$ cat config.mk
export PLATFORM = sky130hd
export DESIGN_NAME = rggen_bus_arbiter
export DESIGN_NICKNAME = d
export VERILOG_FILES = /design/src/rtl/rggen_bus_arbiter.sv
export SDC_FILE = /design/constraint.sdc
export NUM_CORES = 1
export LEC_CHECK = 0
export ABC_AREA = 1
export CAP_MARGIN = 10
export CORE_ASPECT_RATIO = 1.25
export CORE_MARGIN = 4
export CORE_UTILIZATION = 36
export CTS_CLUSTER_SIZE = 14
export DETAILED_ROUTE_END_ITERATION = 10
export PLACE_DENSITY = 0.9
export SLEW_MARGIN = 25
export SYNTH_ARGS = -nofsm -noshare
export SYNTH_HDL_FRONTEND = slang
export SYNTH_SLANG_ARGS = --single-unit
$ cat constraint.sdc
create_clock -name i_clk -period 2.6 [get_ports i_clk]
set_input_delay 0.52 -clock i_clk [delete_from_list [all_inputs] [get_ports i_clk]]
set_output_delay 0.52 -clock i_clk [all_outputs]
set_load 0.02 [all_outputs]
$ cat src/rtl/rggen_bus_arbiter.sv
// rggen_bus_arbiter
//   Round-robin arbiter sharing one rggen register-bus port among HOSTS
//   requesters. The winning request is latched and held stable downstream
//   until the slave answers; the ready pulse is routed back to the winner
//   only, while status and read data are broadcast to every host slice.
//
// Ports
//   i_clk, i_rst_n       clock, asynchronous active-low reset
//   i_host_valid         per-host request valid                [HOSTS]
//   i_host_access        per-host access code                  [2*HOSTS]
//   i_host_address       per-host address                      [ADDRESS_WIDTH*HOSTS]
//   i_host_write_data    per-host write data                   [BUS_WIDTH*HOSTS]
//   i_host_strobe        per-host byte strobe                  [BUS_WIDTH/8*HOSTS]
//   o_host_ready         per-host completion pulse (combinational)
//   o_host_status        broadcast response status             [2*HOSTS]
//   o_host_read_data     broadcast read data                   [BUS_WIDTH*HOSTS]
//   o_bus_valid          downstream request valid (registered)
//   o_bus_access/address/write_data/strobe  latched payload
//   i_bus_ready, i_bus_status, i_bus_read_data  downstream response
module rggen_bus_arbiter #(
    parameter int HOSTS         = 2,
    parameter int ADDRESS_WIDTH = 8,
    parameter int BUS_WIDTH     = 32
) (
    input  logic                             i_clk,
    input  logic                             i_rst_n,
    input  logic [HOSTS-1:0]                 i_host_valid,
    input  logic [2*HOSTS-1:0]               i_host_access,
    input  logic [ADDRESS_WIDTH*HOSTS-1:0]   i_host_address,
    input  logic [BUS_WIDTH*HOSTS-1:0]       i_host_write_data,
    input  logic [BUS_WIDTH/8*HOSTS-1:0]     i_host_strobe,
    output logic [HOSTS-1:0]                 o_host_ready,
    output logic [2*HOSTS-1:0]               o_host_status,
    output logic [BUS_WIDTH*HOSTS-1:0]       o_host_read_data,
    output logic                             o_bus_valid,
    output logic [1:0]                       o_bus_access,
    output logic [ADDRESS_WIDTH-1:0]         o_bus_address,
    output logic [BUS_WIDTH-1:0]             o_bus_write_data,
    output logic [BUS_WIDTH/8-1:0]           o_bus_strobe,
    input  logic                             i_bus_ready,
    input  logic [1:0]                       i_bus_status,
    input  logic [BUS_WIDTH-1:0]             i_bus_read_data
);

    localparam int STRB_W = BUS_WIDTH / 8;
    localparam int IDX_W  = (HOSTS > 1) ? $clog2(HOSTS) : 1;

    typedef enum logic {
        IDLE = 1'b0,
        BUSY = 1'b1
    } state_t;

    state_t                     r_state;
    state_t                     w_state_next;
    logic                       w_load;
    logic                       w_done;

    logic [HOSTS-1:0]           r_grant;
    logic [IDX_W-1:0]           r_last;

    logic [1:0]                 r_access;
    logic [ADDRESS_WIDTH-1:0]   r_address;
    logic [BUS_WIDTH-1:0]       r_write_data;
    logic [STRB_W-1:0]          r_strobe;

    logic [HOSTS-1:0]           w_sel_grant;
    logic [IDX_W-1:0]           w_sel_idx;
    logic                       w_found;
    logic [IDX_W-1:0]           w_cand;

    logic [1:0]                 w_access;
    logic [ADDRESS_WIDTH-1:0]   w_address;
    logic [BUS_WIDTH-1:0]       w_write_data;
    logic [STRB_W-1:0]          w_strobe;

    // Round-robin search: start one past the last winner and wrap, so the
    // last winner has the lowest priority in the next arbitration.
    always_comb begin
        w_sel_grant = '0;
        w_sel_idx   = r_last;
        w_found     = 1'b0;
        w_cand      = '0;
        for (int i = 1; i <= HOSTS; i++) begin
            w_cand = IDX_W'((int'(r_last) + i) % HOSTS);
            if (!w_found && i_host_valid[w_cand]) begin
                w_found             = 1'b1;
                w_sel_idx           = w_cand;
                w_sel_grant[w_cand] = 1'b1;
            end
        end
    end

    // One-hot payload mux for the selected host.
    always_comb begin
        w_access     = '0;
        w_address    = '0;
        w_write_data = '0;
        w_strobe     = '0;
        for (int h = 0; h < HOSTS; h++) begin
            if (w_sel_grant[h]) begin
                w_access     = i_host_access[2*h +: 2];
                w_address    = i_host_address[ADDRESS_WIDTH*h +: ADDRESS_WIDTH];
                w_write_data = i_host_write_data[BUS_WIDTH*h +: BUS_WIDTH];
                w_strobe     = i_host_strobe[STRB_W*h +: STRB_W];
            end
        end
    end

    // Next-state logic. Bus ready is only meaningful while BUSY.
    always_comb begin
        w_state_next = r_state;
        w_load       = 1'b0;
        w_done       = 1'b0;
        case (r_state)
            IDLE: begin
                if (|i_host_valid) begin
                    w_load       = 1'b1;
                    w_state_next = BUSY;
                end
            end
            BUSY: begin
                if (i_bus_ready) begin
                    w_done       = 1'b1;
                    w_state_next = IDLE;
                end
            end
            default: w_state_next = IDLE;
        endcase
    end

    always_ff @(posedge i_clk or negedge i_rst_n) begin
        if (!i_rst_n) begin
            r_state <= IDLE;
        end else begin
            r_state <= w_state_next;
        end
    end

    // Grant, pointer and payload. The payload is captured only on the
    // arbitration edge, so host inputs are ignored for the whole BUSY phase.
    always_ff @(posedge i_clk or negedge i_rst_n) begin
        if (!i_rst_n) begin
            r_grant      <= '0;
            r_last       <= IDX_W'(HOSTS - 1);
            r_access     <= '0;
            r_address    <= '0;
            r_write_data <= '0;
            r_strobe     <= '0;
        end else if (w_load) begin
            r_grant      <= w_sel_grant;
            r_last       <= w_sel_idx;
            r_access     <= w_access;
            r_address    <= w_address;
            r_write_data <= w_write_data;
            r_strobe     <= w_strobe;
        end else if (w_done) begin
            r_grant      <= '0;
        end
    end

    assign o_bus_valid      = (r_state == BUSY);
    assign o_bus_access     = r_access;
    assign o_bus_address    = r_address;
    assign o_bus_write_data = r_write_data;
    assign o_bus_strobe     = r_strobe;

    assign o_host_ready     = r_grant & {HOSTS{w_done}};
    assign o_host_status    = {HOSTS{i_bus_status}};
    assign o_host_read_data = {HOSTS{i_bus_read_data}};

endmodule

==> results of run 1 <==
## flip-flops by register name (all words and copies together) (netlist names)
| name | cells |
|---|---|
| o_bus_valid | 1 |
| o_bus_strobe | 4 |
| o_bus_address | 8 |
| o_bus_write_data | 32 |
| r_last | 1 |
| r_grant | 2 |
| o_bus_access | 2 |
## placed cells by master (no fill, tap or decap), types with 2 or more instances in the layout
cell / synthesis / layout
nor2_1: 32 / 32
clkbuf_8: 0 / 6
o21ai_0: 2 / 2
nand3_1: 109 / 109
nand2_1: 81 / 81
dfrtp_1: 49 / 49
bufinv_16: 0 / 2
clkdlybuf4s50_1: 0 / 144
o21ai_1: 2 / 2
buf_4: 73 / 7
inv_1: 33 / 33
## routing by layer
layer  vias up  GRT usage (%)  wire length [um]
met5         -              0                 0
met2       144           31.8              4550
met3        45           5.68               834
met4         0           8.45               347
li1       1352              -                 -
met1      1318           16.9              3080
## how the worst min path moves through the flow
| stage | depth (start not counted) | start | slack [ps] | end |
|---|---|---|---|---|
| floorplan | 0 | i_rst_n | 220 | o_bus_access[0] |
| global placement | 2 | o_bus_write_data[19] | 480 | o_bus_write_data[19] |
| detailed placement | 2 | o_bus_write_data[5] | 480 | o_bus_write_data[5] |
| CTS | 1 | i_rst_n | 220 | o_bus_address[0] |
| global route | 1 | i_rst_n | 240 | o_bus_address[4] |
| finish | 1 | i_rst_n | 200 | o_bus_address[4] |
## stage by stage
step                setup slack (ps)  instances
finish                           231        573
global route                     172        573
CTS                              228        573
detailed placement               232        565
global placement                 301        565
floorplan                       1100        406
## logic make-up (layout without fill, tap and decap cells)
logic type / after synthesis / after routing / synth area share (%)
AND/OR/NAND/NOR: 226 / 226 / 32.5
flip-flops: 50 / 50 / 40.6
AO/OA/AOI/OAI: 5 / 5 / 0.932
buffers and inverters: 125 / 195 / 25.9
## power by group
group / total (mW) / switching [mW] / internal (mW)
registers: 1.31 / 0.191 / 1.12
clock network: 0.665 / 0.254 / 0.410
logic: 2.05 / 1.11 / 0.939
total: 4.02 / 1.55 / 2.47
## layout make-up
class / instances / area (um^2)
inverters: 34 / 128
fillers: 785 / 4080
repair buffers: 153 / 1520
clock buffers: 6 / 82.6
multi-input cells: 231 / 1040
flip-flops and latches: 50 / 1250
well taps: 97 / 121
clock inverters: 2 / 60.1
==> metrics.txt, run 1 <==
status=complete, no violations; Die Area=10100 um^2; Post-DP Area=4060 um^2; Synth top area share=39.7%; Fin Setup TNS=0 ps; delay-heaviest family, CP=buffers and inverters; core area=8290 um^2; drt total wl=8.81 mm; max incr delay on CP=630 ps; Nets=606; final design utilization=50.7%; detailed placer's ending HPWL=6.66 mm; CP cell instances=clkdlybuf4s50_1 > nand2_1 > nor2_1 > clkdlybuf4s50_1; flops & latches, synth=50; WHS=202 ps; Peak VDD IR=0.522 mV; register area share after synthesis=40.6%; Die Wd=90.8 um; most frequent cell after synthesis=nand3_1; drt via density=4.99; CTS resizes=0; Most used DFF post-synth=dfrtp_1; Crit-path slowest cell=clkdlybuf4s50_1; via count=2859; Worst Skew=8.91 ps; GPL Wtd Cong=0.737; GRT overflow=0; mapped cell area=3090 um^2; DRT antenna net count=0; drc violations=0; DR iter-0 viols=138; post-synth top area cell=dfrtp_1; initial antenna violation count=0; reg-to-reg endpoint=r_grant[1]; ranking of synthesized cells by area=dfrtp_1 40%, buf_4 18%, nand3_1 18%, nand2_1 9.9%, inv_1 4.0%; Power Total=4.02 mW; total CTS buffers=5; P per Cell Area=957 nW/um^2; Async SR Flop Fraction=100%; share of layout cells above drive strength 1=5.04%; row cnt=37; Least-Margin Pin Slew=571 ps; # diodes=0; critical path arrival=1850 ps; Worst Path Max Fanout=3; Worst path most repeated cell=clkdlybuf4s50_1; Synth top cells by count=109 x nand3_1, 81 x nand2_1, 73 x buf_4; Design Area, Final=4200 um^2; pins over their slew limit=0; H-tree levels=2; Buffers on Ports=145; fmax=0.422 GHz; count of flip-flops with a built-in enable after synthesis=0; Final Hold Vio Count=0; crit path kind=in2out; syn avg cell area=7.60 um^2; cell count after synthesis=406; CTS Root Cell=clkbuf_8; Worst Setup End Kind=primary output; Setup Viol. Count Final=0; Worst-Skew Late Latency=300 ps; synth warn=0; FF-to-FF path depth=5; Synth cell types=19; Pleak=1.95 nW; Die Y=112 um; CP startpoint=i_bus_ready; CP required=2080 ps; Hold Buf Count CTS=0; period utilization=91.1%; 1st-pass router iterations=5; clock sink total=50; R2R Path Start=o_bus_valid; DR WL/cell=15.4 um; synth-to-layout area growth=36.2%; worst relative slew slack=61.9%; CTS tree=built; number of setup buffers added after CTS=0; R2R Setup Slk=1170 ps; Final min period=2370 ps; Clock Tree Buf Depth=2; pin count of the biggest net entering global routing=48; first-pass GRT wire length=14.2 mm; RSZ-0062 raised after global routing=false; Critical Path End=o_host_ready[1]; I/O pin count=248; Clk pin slew, worst setup/hold paths=100 ps; Max-cap violations=0; HP Class=in2async; Synth Net Count=537; CP startpoint kind=input pin; Levels on crit path=4; CP bufs+invs=2; starting density of the core=37.2%; vias in the first global route=2949; gr usage total=17.1%
Note: power is estimated with default switching activity, not from simulation.
==> run 2, diff against run 1 <==
--- a/config.mk
+++ b/config.mk
@@ -10,7 +10,6 @@
 export CORE_ASPECT_RATIO = 1.25
 export CORE_MARGIN = 4
 export CORE_UTILIZATION = 36
-export CTS_CLUSTER_SIZE = 14
 export DETAILED_ROUTE_END_ITERATION = 10
 export PLACE_DENSITY = 0.9
 export SLEW_MARGIN = 25
==> results of run 2 <==
Same layout as run 1: the final DEF is identical, and so are final timing and power.
